### config.mk
export PLATFORM = sky130hd
export DESIGN_NAME = outpkt_arbiter_flat
export DESIGN_NICKNAME = d
export VERILOG_FILES = /design/src/rtl/outpkt_arb_pkg.sv /design/src/rtl/outpkt_arbiter_if.sv /design/src/rtl/outpkt_arbiter_rr_pick.sv /design/src/rtl/outpkt_arbiter.sv /design/src/flat_wrapper.sv
export SDC_FILE = /design/constraint.sdc
export NUM_CORES = 1
export LEC_CHECK = 0
export CORE_AREA = 2 2 72 74
export DETAILED_ROUTE_END_ITERATION = 7
export DIE_AREA = 0 0 74 76
export PLACE_DENSITY = 0.8
export SYNTH_ARGS = -nofsm -noshare
export SYNTH_HDL_FRONTEND = slang
export SYNTH_HIERARCHICAL = 1
export SYNTH_SLANG_ARGS = --single-unit
export TNS_END_PERCENT = 30
### constraint.sdc
create_clock -name CLK -period 5.3 [get_ports CLK]
set_input_delay 1.06 -clock CLK [delete_from_list [all_inputs] [get_ports CLK]]
set_output_delay 1.06 -clock CLK [all_outputs]
set_load 0.05 [all_outputs]
### src/rtl/outpkt_arb_pkg.sv
// Shared definitions for the output packet arbiter: FSM encoding and
// default sizing constants.
package outpkt_arb_pkg;

    localparam int DIN_W             = 16;
    localparam int DEF_N_REQ         = 4;
    localparam int DEF_STALL_TIMEOUT = 1023;
    localparam int DEF_STALL_CNT_W   = 10;

    typedef enum logic [1:0] {
        ST_IDLE  = 2'd0,
        ST_XFER  = 2'd1,
        ST_ERROR = 2'd2
    } arb_state_t;

endpackage

### src/rtl/outpkt_arbiter_if.sv
// Bus between the packet sources, the arbiter and the output_fifo write port.
//
// Handshake: requester k offers a word on req_din[k] whenever req_empty[k]=0,
// with req_last[k] marking the final word of its packet. The word is consumed
// in the cycle where req_rd_en[k]=1. On the fifo side a word is written in
// every cycle with wr_en=1; wr_en is never raised while full=1, so full acts
// as the ready signal of the fifo.
interface outpkt_arbiter_if
    import outpkt_arb_pkg::*;
#(
    parameter int N_REQ = DEF_N_REQ
);
    logic [DIN_W*N_REQ-1:0] req_din;
    logic [N_REQ-1:0]       req_empty;
    logic [N_REQ-1:0]       req_last;
    logic [N_REQ-1:0]       req_rd_en;
    logic [DIN_W-1:0]       dout;
    logic                   wr_en;
    logic                   full;

    // Arbiter side
    modport slave (
        input  req_din, req_empty, req_last, full,
        output req_rd_en, dout, wr_en
    );

    // Sources plus fifo side
    modport master (
        output req_din, req_empty, req_last, full,
        input  req_rd_en, dout, wr_en
    );
endinterface

### src/rtl/outpkt_arbiter_rr_pick.sv
// Combinational round-robin priority encoder: returns the first active
// request at or after ptr, wrapping modulo N_REQ.
module rr_pick
    import outpkt_arb_pkg::*;
#(
    parameter int N_REQ = DEF_N_REQ,
    parameter int PTR_W = 2
) (
    input  logic [N_REQ-1:0] req,
    input  logic [PTR_W-1:0] ptr,
    output logic [N_REQ-1:0] gnt,
    output logic             valid
);
    // Walk the requests starting at ptr and keep the first hit
    always_comb begin
        int               idx;
        logic [PTR_W-1:0] sel;
        gnt   = '0;
        valid = 1'b0;
        idx   = 0;
        sel   = '0;
        for (int i = 0; i < N_REQ; i++) begin
            idx = int'(ptr) + i;
            if (idx >= N_REQ) begin
                idx = idx - N_REQ;
            end
            sel = PTR_W'(idx);
            if (!valid && req[sel]) begin
                gnt[sel] = 1'b1;
                valid    = 1'b1;
            end
        end
    end
endmodule

### src/rtl/outpkt_arbiter.sv
// Packet-atomic round-robin arbiter sharing the output_fifo write port among
// N_REQ sources. A grant is held for a whole packet; a granted source that
// stays empty for STALL_TIMEOUT cycles mid-packet locks the block into a
// sticky error state until RST.
// Optional feature macro: OUTPKT_ARB_STATS_EN adds per-source packet counters
// and a stall high-water mark.
module outpkt_arbiter
    import outpkt_arb_pkg::*;
#(
    parameter int N_REQ         = DEF_N_REQ,
    parameter int STALL_TIMEOUT = DEF_STALL_TIMEOUT,
    parameter int STALL_CNT_W   = DEF_STALL_CNT_W,
    localparam int PTR_W        = $clog2(N_REQ)
) (
    input  logic                    CLK,
    input  logic                    RST,
    outpkt_arbiter_if.slave         bus,
    output logic [N_REQ-1:0]        grant,
    output logic                    err_stall,
    output logic                    idle,
    output logic [PTR_W-1:0]        rr_ptr,
    output arb_state_t              fsm_state
`ifdef OUTPKT_ARB_STATS_EN
    ,
    output logic [8*N_REQ-1:0]      stats_pkt_cnt,
    output logic [STALL_CNT_W-1:0]  stats_stall_max
`endif
);

    arb_state_t             state;
    logic [STALL_CNT_W-1:0] stall_cnt;
    logic [STALL_CNT_W-1:0] stall_next;
    logic [DIN_W-1:0]       dout_mux;
    logic                   sel_empty;
    logic                   sel_last;
    logic                   write;
    logic                   stall_hit;
    logic [PTR_W-1:0]       g_idx;
    logic [PTR_W-1:0]       next_ptr;
    logic [N_REQ-1:0]       req_vec;
    logic [N_REQ-1:0]       pick_gnt;
    logic                   pick_valid;

    assign req_vec = ~bus.req_empty;

    rr_pick #(
        .N_REQ (N_REQ),
        .PTR_W (PTR_W)
    ) u_rr_pick (
        .req   (req_vec),
        .ptr   (rr_ptr),
        .gnt   (pick_gnt),
        .valid (pick_valid)
    );

    // Select the granted source's word and flags; an empty grant selects nothing
    always_comb begin
        dout_mux  = '0;
        sel_empty = 1'b1;
        sel_last  = 1'b0;
        g_idx     = '0;
        for (int k = 0; k < N_REQ; k++) begin
            if (grant[k]) begin
                dout_mux  = bus.req_din[DIN_W*k +: DIN_W];
                sel_empty = bus.req_empty[k];
                sel_last  = bus.req_last[k];
                g_idx     = PTR_W'(k);
            end
        end
    end

    // Moves happen only in XFER, never against a full fifo
    assign write      = (state == ST_XFER) && !sel_empty && !bus.full;
    assign stall_hit  = (state == ST_XFER) && sel_empty;
    assign stall_next = stall_cnt + STALL_CNT_W'(1);
    assign next_ptr   = (g_idx == PTR_W'(N_REQ - 1)) ? '0 : g_idx + PTR_W'(1);

    assign bus.wr_en     = write;
    assign bus.req_rd_en = grant & {N_REQ{write}};
    assign bus.dout      = dout_mux;
    assign idle          = (state == ST_IDLE);
    assign fsm_state     = state;

    // Arbitration FSM: pick in IDLE, hold grant through XFER, lock in ERROR
    always_ff @(posedge CLK) begin
        if (RST) begin
            state     <= ST_IDLE;
            grant     <= '0;
            rr_ptr    <= '0;
            stall_cnt <= '0;
            err_stall <= 1'b0;
        end else begin
            case (state)
                ST_IDLE: begin
                    stall_cnt <= '0;
                    if (pick_valid) begin
                        grant <= pick_gnt;
                        state <= ST_XFER;
                    end
                end
                ST_XFER: begin
                    if (write) begin
                        stall_cnt <= '0;
                        if (sel_last) begin
                            grant  <= '0;
                            rr_ptr <= next_ptr;
                            state  <= ST_IDLE;
                        end
                    end else if (stall_hit) begin
                        if (stall_cnt == STALL_CNT_W'(STALL_TIMEOUT - 1)) begin
                            stall_cnt <= '0;
                            grant     <= '0;
                            err_stall <= 1'b1;
                            state     <= ST_ERROR;
                        end else begin
                            stall_cnt <= stall_next;
                        end
                    end
                end
                ST_ERROR: begin
                    grant     <= '0;
                    err_stall <= 1'b1;
                end
                default: begin
                    grant <= '0;
                    state <= ST_IDLE;
                end
            endcase
        end
    end

`ifdef OUTPKT_ARB_STATS_EN
    // Per-source completed-packet counters and highest stall count observed
    always_ff @(posedge CLK) begin
        if (RST) begin
            stats_pkt_cnt   <= '0;
            stats_stall_max <= '0;
        end else begin
            for (int k = 0; k < N_REQ; k++) begin
                if (write && sel_last && grant[k]) begin
                    stats_pkt_cnt[8*k +: 8] <= stats_pkt_cnt[8*k +: 8] + 8'd1;
                end
            end
            if (stall_hit && (stall_next > stats_stall_max)) begin
                stats_stall_max <= stall_next;
            end
        end
    end
`endif

endmodule
### src/flat_wrapper.sv
// flat-port wrapper written by rule: the top's interface ports become plain ports
module outpkt_arbiter_flat import outpkt_arb_pkg::*;
#(
    parameter int N_REQ         = DEF_N_REQ,
    parameter int STALL_TIMEOUT = DEF_STALL_TIMEOUT,
    parameter int STALL_CNT_W   = DEF_STALL_CNT_W,
    localparam int PTR_W        = $clog2(N_REQ)
)
  (CLK, RST, grant, err_stall, idle, rr_ptr, fsm_state, bus_req_din, bus_req_empty, bus_req_last, bus_full, bus_req_rd_en, bus_dout, bus_wr_en);
  outpkt_arbiter_if #(.N_REQ(N_REQ)) bus_i ();
  input  logic CLK;
  input  logic RST;
  output logic [N_REQ-1:0] grant;
  output logic err_stall;
  output logic idle;
  output logic [PTR_W-1:0] rr_ptr;
  output arb_state_t fsm_state;
  input wire logic [$bits(bus_i.req_din)-1:0] bus_req_din;
  input wire logic [$bits(bus_i.req_empty)-1:0] bus_req_empty;
  input wire logic [$bits(bus_i.req_last)-1:0] bus_req_last;
  input wire logic [$bits(bus_i.full)-1:0] bus_full;
  output wire logic [$bits(bus_i.req_rd_en)-1:0] bus_req_rd_en;
  output wire logic [$bits(bus_i.dout)-1:0] bus_dout;
  output wire logic [$bits(bus_i.wr_en)-1:0] bus_wr_en;
  assign bus_i.req_din = bus_req_din;
  assign bus_i.req_empty = bus_req_empty;
  assign bus_i.req_last = bus_req_last;
  assign bus_i.full = bus_full;
  assign bus_req_rd_en = bus_i.req_rd_en;
  assign bus_dout = bus_i.dout;
  assign bus_wr_en = bus_i.wr_en;
  outpkt_arbiter #(.N_REQ(N_REQ), .STALL_TIMEOUT(STALL_TIMEOUT), .STALL_CNT_W(STALL_CNT_W)) u_core (.CLK(CLK), .RST(RST), .bus(bus_i), .grant(grant), .err_stall(err_stall), .idle(idle), .rr_ptr(rr_ptr), .fsm_state(fsm_state));
endmodule
; Word level (Yosys, flattened, before mapping)
; Cells that the tools add are included.
[op_classes]
reduce_logical = 23
n_mux = 64
eq_ne = 11
n_lt_le_gt_ge = 12
bitwise = 6
addsub = 9
[op_table]
columns = cell, n
row1 = 16-bit two-way mux, 4
row2 = 4-bit two-way mux, 9
row3 = 10-bit two-way mux, 3
row4 = 1-bit two-way mux, 24
row5 = 2-bit two-way mux, 12
row6 = 10-bit case mux with 2 select lines, 1
row7 = "2-bit by 3-bit less-than comparator with 1-bit output, second input constant", 4
row8 = 4-bit bitwise OR, 3
row9 = "10-bit by 1-bit adder with 10-bit output, second input constant", 1
row10 = "10-bit == test, second input constant", 1
row11 = 1-bit logical AND, 10
row12 = "3-bit >= comparator, second input constant", 3
row13 = 1-bit binary-select mux with 2-bit select, 4
row14 = 1-bit demux with 2-bit select, 4
row15 = "2-bit by 1-bit >= comparator with 1-bit output, second input constant", 4
row16 = 4-bit case mux with 2 select lines, 1
row17 = 4-bit AND reduction, 2
row18 = "2-bit by 1-bit subtractor with 2-bit output, second input constant", 4
row19 = "2-bit by 2-bit adder with 3-bit output, second input constant", 2
row20 = "3-bit by 2-bit inequality test with 1-bit output, second input constant", 2
row21 = 2-bit case mux with 3 select lines, 1
row22 = 1-bit logical NOT, 5
row23 = 5-bit AND reduction, 1
row24 = 4-bit bitwise AND, 1
row25 = 15 further kinds, 19
[totals]
out_inout_bits = 31
inputBits = 75
register_bits = 19

; Depth between registers and ports, before layout
[logic_depth]
ltp_word = 16
mapped_depth = 10
mapped_depth_nobuf = 8

; By module
; Netlist, hierarchy kept.
[by_module_without_submodules]
columns = mod, seq_area_each_um2, cells_per_inst, instances, area_per_inst_um2
row1 = outpkt_arbiter, 380.4, 209, 1, 1492.7
row2 = rr_pick, 0.0, 62, 1, 508.0

; Worst setup path after synthesis
; No wires, ideal clock.
[synth_path]
path_kind = in2out
start = in bus_req_empty[0]
end = out bus_req_rd_en[0]
stages = 4
setup_slack_ps = 962
required_time_ps = 4240
path_buffers = 0
arrival_time_ps = 3278
path_cell_list = nor4b_1 > o41ai_2 > nor3_1 > and2_1
[synth_between]
elab_chain_cells = 8
[synth_rtl]
columns = element, line
row1 = "start, declared", flat_wrapper.sv:19  ; input wire logic [$bits(bus_i.req_empty)-1:0] bus_req_empty;
row2 = 1-bit two-way mux (4 in a row), outpkt_arbiter.sv:63  ; if (grant[k]) begin
row3 = 1-bit logical NOT, outpkt_arbiter.sv:73  ; assign write = (state == ST_XFER) && !sel_empty && !bus.full;
row4 = 1-bit logical AND (2 in a row), outpkt_arbiter.sv:73
row5 = net bus_wr_en, flat_wrapper.sv:24  ; output wire logic [$bits(bus_i.wr_en)-1:0] bus_wr_en;
row6 = 4-bit bitwise AND, outpkt_arbiter.sv:79  ; assign bus.req_rd_en = grant & {N_REQ{write}};
row7 = "end, declared", flat_wrapper.sv:22  ; output wire logic [$bits(bus_i.req_rd_en)-1:0] bus_req_rd_en;
; The timed path passes the listed nets, and every way through them passes these cells.

; Worst setup path in the final report
[layout_path]
start = in bus_req_empty[1]
end = out bus_req_rd_en[0]
[layout_between]
elab_chain_cells = 7
[layout_rtl]
columns = element, line
row1 = 1-bit two-way mux (3 in a row), outpkt_arbiter.sv:63
row2 = 1-bit logical NOT, outpkt_arbiter.sv:73
row3 = 1-bit logical AND (2 in a row), outpkt_arbiter.sv:73
row4 = 4-bit bitwise AND, outpkt_arbiter.sv:79
; No other way between the ends.

==> results <==
- The synthesized netlist devotes between 30% and 40% of its cell area to compound gates.
- The number of buffers created by CTS is 3.
- Of the cells placed in the final design, the portion with a size suffix greater than 1 is between 4 and 5%.
- The region available for standard cell placement spans 4910 µm².
- After global routing the overflow that remains totals 0.
- The buffer type at the clock tree root is clkbuf_8.
- The total of endpoints with negative setup slack in the final report is 0.
- The worst register-to-register path begins at u_core/rr_ptr[0].
- After Yosys synthesis, full adders, half adders and majority gates account for 5.00% of the synthesized area.
- The internal power of the cells totals between 0.3 and 0.4 mW.
- The cell leakage power is 1.08 nW.
- At the worst endpoint, the required time is 4.24 ns.
- The number of buffers added to fix hold violations after cts is 0.
- The area of the die is around 5600 µm².
- Of the post-synthesis cell area, the dominant cell type holds roughly a fifth.
- The sequential power share is between 20% and 30%.
- The kind of critical path is in2out.
- The number of buffers added on ports is around 110.
- The startpoint class of the critical path is an input port.
- Entering global routing, the biggest net connects 39 pins.
- The number of hold violations in the final report is 0.
- The first global-routing pass estimated between 10 and 15 mm of wire.
- For this block, the routed nets add up to ~6.9 mm of wire.
- The number of global-route vias before repair is about 2200.
- Dividing the detail-routed wire length by the instance count gives about 16 µm.
- The initialized floorplan defines 26 standard-cell rows.
- For the final database, setup skew stands at ~0.0027 ns.
- The vias per cell is ~5.7.
- The clock network accounts for between 10% and 20% of the total power.
- The instance area after placement is between 3000 and 4000 µm².
- The post-layout minimum cycle time is about 4.4 ns.
- The xor/xnor share of the synthesized area is between 1 and 1.5%.
- Summed over all instances, the cell type with the most area after synthesis is dfxtp_1.
- Of the synthesized area, sequential elements account for 19.0%.
- The kind of end point of the critical path is a primary output.
- The layout-stage area growth over the synthesis result is 55.6%.
- For this run, the number of Yosys warnings is 6.
- At the end of routability-driven placement, the weighted congestion stood at between 0.8 and 0.9.
- CTS built an H-tree with a depth of 1.
- The flow ran to the end, and the final reports show no timing, DRC or antenna violations.
- The clock sink total is 19.
- The switching power total is ~0.24 mW.
- The transition time of the tightest slew-check pin is between 0.7 and 0.8 ns.
- In the post-synthesis netlist, the biggest area contributors are dfxtp_1, o21ai_0, a221o_1.
- The number of fill cells in the layout is 444.
- The number of max-cap violations is 0.
- The most frequent cell on the critical path is clkdlybuf4s50_1.
- TritonCTS built the clock tree.
- The arrival time reported for the critical path endpoint is between 3 and 4 ns.
- The share of total power in combinational logic is ~57%.
- Of all flip-flops after synthesis, the portion carrying an async set or reset was 0%.
- The gate count of the mapped netlist is around 270.
- Of all nets on the critical path, the largest fanout is 8.
- In this run the vertical extent of the chip is approximately 76 µm.
- Setup repair after global routing left no endpoint under its margin.
- After clock tree synthesis, the repair step resized 0 gates.
- The length of the first detailed-routing pass in iterations is 4.
- A synthesized cell averages around 7.4 µm².
- Of the total synthesized cell area, the portion taken by AND, OR, NAND and NOR gates is between 20% and 30%.
- The post-route clock period utilization is between 80% and 90%.
- The total track usage is 23.5%.
- The dominant synthesized flop cell is dfxtp_1.
- The number of flops mapped to enable cells by yosys is 0.
- The number of remaining DRC errors is 0.
- Tracing the worst setup path back leads to its startpoint at bus_req_empty[1].
- Once the floorplan was initialized, standard cells occupied approximately two fifths of the core.
- The detailed-placement wirelength estimate is approximately 5.4 mm.
- In the synthesized netlist, the cells that appear most often are o21ai_0, nand2_1, dfxtp_1, nor2_1.
- Clock-pin slew was measured on the worst setup and hold paths at 0.07 ns.
- The final route contains between 2000 and 2500 vias.
- The power density of the placed cells is roughly 190 nW/µm².
- The longest clock path from root to sink contains 2 buffers.
- The dominant combinational cell family by area after synthesis is compound AO/OA/AOI/OAI gates.
- After routing, the total negative slack on setup checks comes to 0 ns.
- Based on the critical path, the design can be clocked at up to roughly 230 MHz.
- The number of antenna violations at the first check in global routing is 0.
- At the end of the flow, the number of nets in the layout was 446.
- The first routing iteration left between 100 and 150 violations.
- The buffer count from post-CTS setup fixing is 0.
- The share of synthesized area spent on multiplexers is under 10%.
- The count of inserted antenna diode cells is 0.
- After detailed placement, the design holds a cell count of 428.
- The count of cells in the finished layout, fillers not included, comes to between 400 and 500.
- The signal on the critical path passes through clkdlybuf4s50_1, nor3b_1, o41ai_2, nor3_1, and2_1, clkdlybuf4s50_1.
- The synthesized net count is 354.
- Headroom to the max-slew limit came out at between 40% and 50%.
- The number of distinct library cell variants in the gate-level netlist after synthesis is 49.
- The floorplan step set the die width to 74 µm.
- Broken down by cell family, the worst path's largest delay share belongs to buffers and inverters.
- Synthesis inferred 19 register bits.
- The count of nets left with antenna violations once routing finished came out at 0.
- The synthesized cell area is 2000 µm².
- The most repeated cell in the gate-level netlist after synthesis is o21ai_0.
- The cell area after layout is ~3100 µm².
- The maximum vdd ir drop is around 0.12 mV.
- The clock reaches the later pin of the worst-skew pair after between 0.2 and 0.3 ns.
- The number of slew-limit violations in the final report is 0.
- The slowest stage of the critical path is the o41ai_2 cell.
- 106 I/O pins were placed.
- In this run the most critical hold path is launched from u_core/err_stall.
- The proportion of total power due to net switching is approximately 42%.
- For this run, the slowest stage of the critical path takes 0.72 ns.
- The sum of buffers and inverters on the critical path is 2.
- In this run the worst hold path is classified as reg2reg.
-- worst min-delay path, delay by kind of cell (launching register included) --
family,cells,cell delay (ns)
buf+inv,1,0.05
flops,1,0.31
compound gates,1,0.05
-- power groups by stage --
stage	Combinational, mW	Clock (mW)	Sequential, mW
after floorplan	0.189	0	0.169
after global placement	0.328	0	0.159
after detailed placement	0.330	0	0.159
after CTS	0.331	0.100	0.156
after global routing	0.354	0.105	0.157
final	0.331	0.0980	0.156
-- sequential cells by signal, indices dropped and copies added (netlist names) --
signal / flops
u_core/fsm_state: 2
u_core/rr_ptr: 2
u_core/grant: 4
u_core/err_stall: 1
u_core/stall_cnt: 10
-- placed cells by master, fill, tap and decap left out, types with 5 or more instances in the layout --
| cell | n |
|---|---|
| a21oi_1 | 13 |
| a221o_1 | 16 |
| clkdlybuf4s50_1 | 105 |
| dfxtp_1 | 19 |
| ha_1 | 8 |
| inv_1 | 11 |
| mux2i_1 | 9 |
| nand2_1 | 29 |
| nand2b_1 | 7 |
| nor2_1 | 17 |
| o21ai_0 | 37 |
| o22ai_1 | 6 |
| o31ai_1 | 5 |
-- per-layer routing --
metal  global-route usage, %  wire length (µm)  vias up
li1                        -                 -     1208
met4                    4.00                58        0
met1                    30.4              2800     1143
met5                       0                 0        -
met3                    4.10               533        6
met2                    40.8              3490       93
-- final timing paths --
| path | endpoint | slack (ns) | cells past startpoint |
|---|---|---|---|
| hold / removal | u_core/err_stall | 0.44 | 2 |
| setup reg to reg | u_core/grant[1] | 2.53 | 8 |
| setup / recovery | bus_req_rd_en[0] | 0.86 | 6 |
| hold reg to reg | u_core/err_stall | 0.44 | 2 |
-- kinds of logic (layout without fill, tap and decap cells) --
| group | after synthesis | count (layout) |
|---|---|---|
| flops | 19 | 19 |
| xor+xnor | 3 | 3 |
| mux | 13 | 13 |
| compound gates | 99 | 99 |
| buf+inv | 33 | 124 |
| simple gates | 96 | 96 |
| fa+ha+maj | 8 | 8 |
-- cell type report --
cell class | count | area, µm² | area share (%)
Clock buffer | 4 | 45.0 | 1.45
Inverter | 11 | 41.3 | 1.33
Multi-Input combinational cell | 219 | 1480 | 47.5
Sequential cell | 19 | 380 | 12.2
Tap cell | 70 | 87.6 | 2.81
Timing Repair Buffer | 109 | 1080 | 34.7
-- stage by stage --
step / hold slack, ns / util (%) / power [mW] / setup slack, ns
2_1_floorplan: 0.465 / - / 0.358 / 0.962
3_3_place_gp: 0.435 / 62.5 / 0.487 / 0.916
3_5_place_dp: 0.437 / 62.5 / 0.489 / 0.884
4_1_cts: 0.448 / 63.4 / 0.587 / 0.872
5_1_grt: 0.485 / 63.4 / 0.616 / 0.728
6_report: 0.445 / 63.4 / 0.585 / 0.865
(Power assumes the default switching activity.)
